## src/rtl/multdiv_ctrl.sv

```systemverilog
`default_nettype none
// ============================================================================
//  Module   : multdiv_ctrl
//  Purpose  : Sequencer for the MIPS multiply/divide unit and owner of the
//             architectural HI/LO registers. Multiplies complete after a
//             fixed latency; divides use a 32-step restoring divider followed
//             by a sign-fixup cycle. Stalls HI/LO consumers and further
//             multdiv instructions while an operation is in flight.
//  Ports    : clk, resetn (async, active low)
//             start, op[2:0], srca[31:0], srcb[31:0]  - instruction from EX
//             read_req                                - MFHI/MFLO in EX
//             flush                                   - abort / ignore start
//             stall, busy, done                       - status
//             hi[31:0], lo[31:0]                      - architectural HI/LO
//  Revision : 1.0 - initial release
// ============================================================================
module multdiv_ctrl #(
    parameter int MULT_LAT  = 2,
    parameter int DIV_ITERS = 32
) (
    input  logic        clk,
    input  logic        resetn,
    input  logic        start,
    input  logic [2:0]  op,
    input  logic [31:0] srca,
    input  logic [31:0] srcb,
    input  logic        read_req,
    input  logic        flush,
    output logic        stall,
    output logic        busy,
    output logic        done,
    output logic [31:0] hi,
    output logic [31:0] lo
);

    localparam logic [1:0] S_IDLE = 2'd0;
    localparam logic [1:0] S_MUL  = 2'd1;
    localparam logic [1:0] S_DIV  = 2'd2;
    localparam logic [1:0] S_FIX  = 2'd3;

    localparam logic [2:0] c_op_mult  = 3'b000;
    localparam logic [2:0] c_op_multu = 3'b001;
    localparam logic [2:0] c_op_div   = 3'b010;
    localparam logic [2:0] c_op_divu  = 3'b011;
    localparam logic [2:0] c_op_mthi  = 3'b100;
    localparam logic [2:0] c_op_mtlo  = 3'b101;

    localparam logic [4:0] c_mul_cnt_init = 5'(MULT_LAT - 1);
    localparam logic [4:0] c_div_cnt_init = 5'(DIV_ITERS - 1);

    logic [1:0]  r_state;
    logic [1:0]  w_state_nxt;
    logic [4:0]  r_cnt;
    logic [31:0] r_hi;
    logic [31:0] r_lo;
    // r_a holds multiplicand, or dividend bits shifting out / quotient bits
    // shifting in; r_b holds multiplier or divisor magnitude.
    logic [31:0] r_a;
    logic [31:0] r_b;
    logic [31:0] r_rem;
    logic [31:0] r_orig_a;
    logic        r_signed;
    logic        r_sign_a;
    logic        r_sign_b;
    logic        r_div_zero;

    logic        w_accept;
    logic        w_div_signed;
    logic [31:0] w_abs_a;
    logic [31:0] w_abs_b;
    logic [63:0] w_a_ext;
    logic [63:0] w_b_ext;
    logic [63:0] w_prod;
    logic [32:0] w_shift;
    logic        w_ge;
    logic [31:0] w_rem_nxt;
    logic [31:0] w_quot_nxt;
    logic [31:0] w_quot_fix;
    logic [31:0] w_rem_fix;

    assign w_accept = (r_state == S_IDLE) && start && !flush;

    // ---------------- divide operand preparation ----------------
    assign w_div_signed = (op == c_op_div);
    assign w_abs_a = (w_div_signed && srca[31]) ? (~srca + 32'd1) : srca;
    assign w_abs_b = (w_div_signed && srcb[31]) ? (~srcb + 32'd1) : srcb;

    // ---------------- multiplier ----------------
    // Sign-extending both operands to 64 bits makes the truncated 64-bit
    // product correct for both signed and unsigned forms.
    assign w_a_ext = {{32{r_signed & r_a[31]}}, r_a};
    assign w_b_ext = {{32{r_signed & r_b[31]}}, r_b};
    assign w_prod  = w_a_ext * w_b_ext;

    // ---------------- restoring divide step ----------------
    // Remainder stays below the divisor, so the difference always fits in
    // 32 bits when the trial subtraction succeeds.
    assign w_shift    = {r_rem, r_a[31]};
    assign w_ge       = (w_shift >= {1'b0, r_b});
    assign w_rem_nxt  = w_ge ? (w_shift[31:0] - r_b) : w_shift[31:0];
    assign w_quot_nxt = {r_a[30:0], w_ge};

    assign w_quot_fix = (r_sign_a ^ r_sign_b) ? (~r_a + 32'd1) : r_a;
    assign w_rem_fix  = r_sign_a ? (~r_rem + 32'd1) : r_rem;

    // ---------------- FSM state register ----------------
    always_ff @(posedge clk or negedge resetn) begin
        if (!resetn) begin
            r_state <= S_IDLE;
        end else begin
            r_state <= w_state_nxt;
        end
    end

    // ---------------- FSM next state / outputs ----------------
    always_comb begin
        w_state_nxt = r_state;
        done        = 1'b0;
        case (r_state)
            S_IDLE: begin
                if (w_accept) begin
                    if (op == c_op_mult || op == c_op_multu) begin
                        w_state_nxt = S_MUL;
                    end else if (op == c_op_div || op == c_op_divu) begin
                        w_state_nxt = S_DIV;
                    end
                end
            end
            S_MUL: begin
                if (flush) begin
                    w_state_nxt = S_IDLE;
                end else if (r_cnt == 5'd0) begin
                    w_state_nxt = S_IDLE;
                    done        = 1'b1;
                end
            end
            S_DIV: begin
                if (flush) begin
                    w_state_nxt = S_IDLE;
                end else if (r_cnt == 5'd0) begin
                    w_state_nxt = S_FIX;
                end
            end
            S_FIX: begin
                w_state_nxt = S_IDLE;
                done        = !flush;
            end
            default: begin
                w_state_nxt = S_IDLE;
            end
        endcase
        busy  = (r_state != S_IDLE);
        stall = busy && (start || read_req);
    end

    // ---------------- datapath and HI/LO ----------------
    always_ff @(posedge clk or negedge resetn) begin
        if (!resetn) begin
            r_cnt      <= 5'd0;
            r_hi       <= 32'd0;
            r_lo       <= 32'd0;
            r_a        <= 32'd0;
            r_b        <= 32'd0;
            r_rem      <= 32'd0;
            r_orig_a   <= 32'd0;
            r_signed   <= 1'b0;
            r_sign_a   <= 1'b0;
            r_sign_b   <= 1'b0;
            r_div_zero <= 1'b0;
        end else begin
            case (r_state)
                S_IDLE: begin
                    if (w_accept) begin
                        case (op)
                            c_op_mthi: r_hi <= srca;
                            c_op_mtlo: r_lo <= srca;
                            c_op_mult, c_op_multu: begin
                                r_a      <= srca;
                                r_b      <= srcb;
                                r_signed <= (op == c_op_mult);
                                r_cnt    <= c_mul_cnt_init;
                            end
                            c_op_div, c_op_divu: begin
                                r_a        <= w_abs_a;
                                r_b        <= w_abs_b;
                                r_rem      <= 32'd0;
                                r_orig_a   <= srca;
                                r_sign_a   <= w_div_signed & srca[31];
                                r_sign_b   <= w_div_signed & srcb[31];
                                r_div_zero <= (srcb == 32'd0);
                                r_cnt      <= c_div_cnt_init;
                            end
                            default: begin
                            end
                        endcase
                    end
                end
                S_MUL: begin
                    if (!flush) begin
                        r_cnt <= r_cnt - 5'd1;
                        if (r_cnt == 5'd0) begin
                            r_hi <= w_prod[63:32];
                            r_lo <= w_prod[31:0];
                        end
                    end
                end
                S_DIV: begin
                    if (!flush) begin
                        r_rem <= w_rem_nxt;
                        r_a   <= w_quot_nxt;
                        r_cnt <= r_cnt - 5'd1;
                    end
                end
                S_FIX: begin
                    if (!flush) begin
                        // Divide by zero bypasses the sign fixup entirely.
                        if (r_div_zero) begin
                            r_hi <= r_orig_a;
                            r_lo <= 32'hFFFF_FFFF;
                        end else begin
                            r_hi <= w_rem_fix;
                            r_lo <= w_quot_fix;
                        end
                    end
                end
                default: begin
                end
            endcase
        end
    end

    assign hi = r_hi;
    assign lo = r_lo;

endmodule
`default_nettype wire

```

## config.mk

```make
export PLATFORM = sky130hd
export DESIGN_NAME = multdiv_ctrl
export DESIGN_NICKNAME = d
export VERILOG_FILES = /design/src/rtl/multdiv_ctrl.sv
export SDC_FILE = /design/constraint.sdc
export NUM_CORES = 2
export LEC_CHECK = 0
export ABC_AREA = 1
export CAP_MARGIN = 20
export CORE_AREA = 3 3 309 311
export CTS_CLUSTER_DIAMETER = 150
export CTS_CLUSTER_SIZE = 20
export DETAILED_ROUTE_END_ITERATION = 7
export DIE_AREA = 0 0 312 314
export GPL_TIMING_DRIVEN = 0
export PLACE_DENSITY = 0.83
export SETUP_SLACK_MARGIN = 0.02
export SLEW_MARGIN = 25
export SYNTH_ARGS = -nofsm -noshare
export SYNTH_HDL_FRONTEND = slang
export SYNTH_SLANG_ARGS = --single-unit
export TNS_END_PERCENT = 1
```

## constraint.sdc

```tcl
create_clock -name clk -period 8.3 [get_ports clk]
set_input_delay 1.66 -clock clk [delete_from_list [all_inputs] [get_ports clk]]
set_output_delay 1.66 -clock clk [all_outputs]
set_load 0.01 [all_outputs]
```

==> run summary <==
Hold Crit Class - reg -> reg
Worst setup SP type - register
Cell taking the most area after synthesis - fa_1
Syn Inst Count - 7468
Port bufs - 138
Fill cells - 8348
Iteration-0 DRC Markers - 5720
Post-Layout Inst Area - 59700 sq um
CP Class - reg -> reg
Post-DRT Antenna Nets - 0
Largest family of logic cells by synthesized area - adder cells
Final nets - 9062
Final hold violations - 0
Max Root-Sink Buffers - 3
Max Freq - 121 MHz
Number of max-cap violations - 0
Post-synthesis compound-gate area fraction - 6.63%
Routed WL per cell - 26.0 um
Layout area overhead - 7.51%
GRT overflow - 0
Main flop type after synthesis - dfrtp_1
CP max-delay cell - clkbuf_1
Area fraction of the dominant cell type after synthesis - 40.6%
Root buffer cell - clkbuf_16
Initial Utilization - 59.7%
Yosys cell types - 61
Mean Syn Cell Area - 7.44 sq um
Worst-path clk slew - 0.10 ns
Insertion delay to the later sink of the worst-skew pair - 0.53 ns
Number of global-route vias before repair - 53400
Placed Area - 58600 sq um
CP arrival - 8.68 ns
Slew Limit Headroom - 21.0%
Clk sinks - 203
Largest net degree at the start of global routing - 91
Ys async rst share - 100%
Aggregate global-route resource usage - 47.4%
Final WL - 230000 um
Post-CTS Hold Buffers - 0
Post-route minimum period - 8.23 ns
Synthesized area - 55600 sq um
Boundary Pins - 139
Unrepaired setup endpoints after global routing - yes
DRC - 0
Clock skew - 0.0447 ns
Post-Synth Adder-Cell Area - 46.3%
Post-synthesis sequential area ratio - 9.14%
Post-Synth Simple-Gate Area - 20.9%
CTS H-tree lvls - 1
CTS buffer count - 14
CTS tree - built
Yosys warns - 0
Detailed placer's ending HPWL - 196000 um
Die area - 98000 sq um
Synth top area cells - fa_1, inv_1, nand2_1, dfrtp_1, ha_1
Worst-Margin Slew - 1.18 ns
Max-slew violations - 0
Post-synth EDFFs - 0
CP max FO - 10
Layout cells sized above 1 - 6.16%
DIE WIDTH - 312 um
Setup tns final - 0 ns
Core Region - 93000 sq um
Most common cell on crit path - fa_1
Initial antenna violation count - 9
Post-synth net total - 8920
Vias per Instance - 5.89
First drt pass iteration count - 8
Placer Congestion - 1.08
Part of the cycle the worst path needs - 99.2%
First-pass GRT wire length - 339000 um
Status - completed
Total number of vias - 52200
Final setup vio count - 0
Crit. End Element - register
Mux contribution to synthesized area - 0%
Row cnt - 112
Max stage delay on crit path - 0.80 ns
Die H - 314 um
XOR/XNOR Fraction of Synth Area - 1.34%
Synthesized flop and latch total - 203
Crit path required time - 8.75 ns
## worst max-delay path, delay by kind of cell (launching register included)
kind | cells | cell delay [ns]
fa+ha+maj | 9 | 4.42
simple gates | 7 | 0.92
flops | 1 | 0.34
compound gates | 3 | 0.94
buf+inv | 6 | 1.51
## layout make-up
cell class,count,area (sq um),share of cell area [%]
antenna,4,10.0,0.0168
inverter,1925,7240,12.1
tap,1254,1570,2.63
clock buffer,15,375,0.628
timing repair buffer,163,1640,2.74
multi-input combinational,4981,42200,70.6
sequential,203,5120,8.57
buffer,322,1600,2.68
clock inverter,1,20.0,0.0335
## logic make-up after synthesis
logic type,count (synthesis)
buffers and inverters,2284
AO/OA/AOI/OAI,675
flip-flops,203
adder cells (fa/ha/maj),1380
XOR/XNOR,85
AND/OR/NAND/NOR,2841
## worst paths after layout
path,from,to,slack (ns),cells past startpoint
worst max-delay path,r_a[3]$_DFFE_PN0P_,hi[19]$_DFFE_PN0P_,0.07,25
worst max register to register,r_a[3]$_DFFE_PN0P_,hi[19]$_DFFE_PN0P_,0.07,25
max in group asynchronous,resetn,r_b[16]$_DFFE_PN0P_,6.41,2
min in group asynchronous,resetn,r_state[1]$_DFFE_PN0P_,1.02,1
worst min register to register,r_orig_a[6]$_DFFE_PN0P_,r_orig_a[6]$_DFFE_PN0P_,0.49,2
worst min-delay path,r_orig_a[6]$_DFFE_PN0P_,r_orig_a[6]$_DFFE_PN0P_,0.49,2
## synth_stat cells (7+ instances only)
cell / n
a211oi_1: 16
a21oi_1: 240
a31oi_1: 19
buf_1: 69
buf_2: 41
clkbuf_1: 238
dfrtp_1: 203
fa_1: 1126
ha_1: 254
inv_1: 1905
inv_2: 19
nand2_1: 1860
nand2_2: 22
nand3_1: 293
nand3_2: 7
nand3b_1: 10
nand4_1: 52
nor2_1: 483
nor2_2: 14
nor3_1: 51
nor4_1: 10
o211ai_1: 16
o21ai_0: 278
o21ai_1: 40
o21bai_1: 22
o221ai_1: 7
or2_2: 14
xnor2_1: 20
xor2_1: 65
## cell usage in the layout (no fill, tap or decap), types with 10 or more instances in the layout
cell type        netlist  layout
nand4_1               52      52
nand3b_1              10      10
fa_1                1126    1116
nor2_4                 4      17
nor2_1               483     450
nand2_2               22      27
a21oi_2                3      17
nand3_2                7      13
clkbuf_4               0      13
buf_4                  4      27
a211oi_1              16      16
nand3_1              293     287
buf_2                 41      67
a21oi_1              240     226
clkbuf_16              0      16
nor3_1                51      48
ha_2                   0      13
o211ai_1              16      16
o21ai_1               40      41
clkdlybuf4s50_1        0     137
o21ai_0              278     276
dfrtp_1              203     176
a31oi_1               19      19
clkbuf_1             238     105
buf_1                 69      16
xnor2_1               20      20
fa_2                   0      10
dfrtp_2                0      25
ha_1                 254     236
inv_1               1905    1898
o21bai_1              22      22
nand2_1             1860    1855
xor2_1                65      65
or2_2                 14      14
nor2_2                14      34
clkbuf_2               0     104
inv_2                 19      21
## what timing repair did
item | 4_1_cts | 5_1_grt
buffers inserted | 12 | 9
pin swaps | 2 | 7
endpoints found under the setup margin | 43 | 43
resized for setup | 143 | 264
cloned | 0 | 1
## through the flow
step	utilization, %	cells	hold WS (ns)	setup WS, ns
finish	64.2	8868	0.487	0.0682
detailed placement	63.0	8863	0.464	-1.21
global placement	62.9	8860	0.458	-3.20
global route	64.2	8864	0.506	-0.0213
CTS	63.7	8862	0.485	0.00913
floorplan	-	7468	0.443	0.935
## sequential cells by signal (all words and copies together), names as in the netlist, 2 cells and up
register / cells
r_b: 32
r_state: 2
r_cnt: 5
lo: 32
r_rem: 32
hi: 32
r_orig_a: 32
r_a: 32
## per-layer routing
| metal | GRT usage [%] | wire, um |
|---|---|---|
| met4 | 33.4 | 21800 |
| met3 | 14.6 | 29800 |
| met5 | 0 | 85 |
| met2 | 73.6 | 100000 |
| met1 | 56.6 | 78300 |
Power is left out: the tool's default activity adds up to more than one toggle a clock period on the data nets, which glitch-free logic cannot reach.
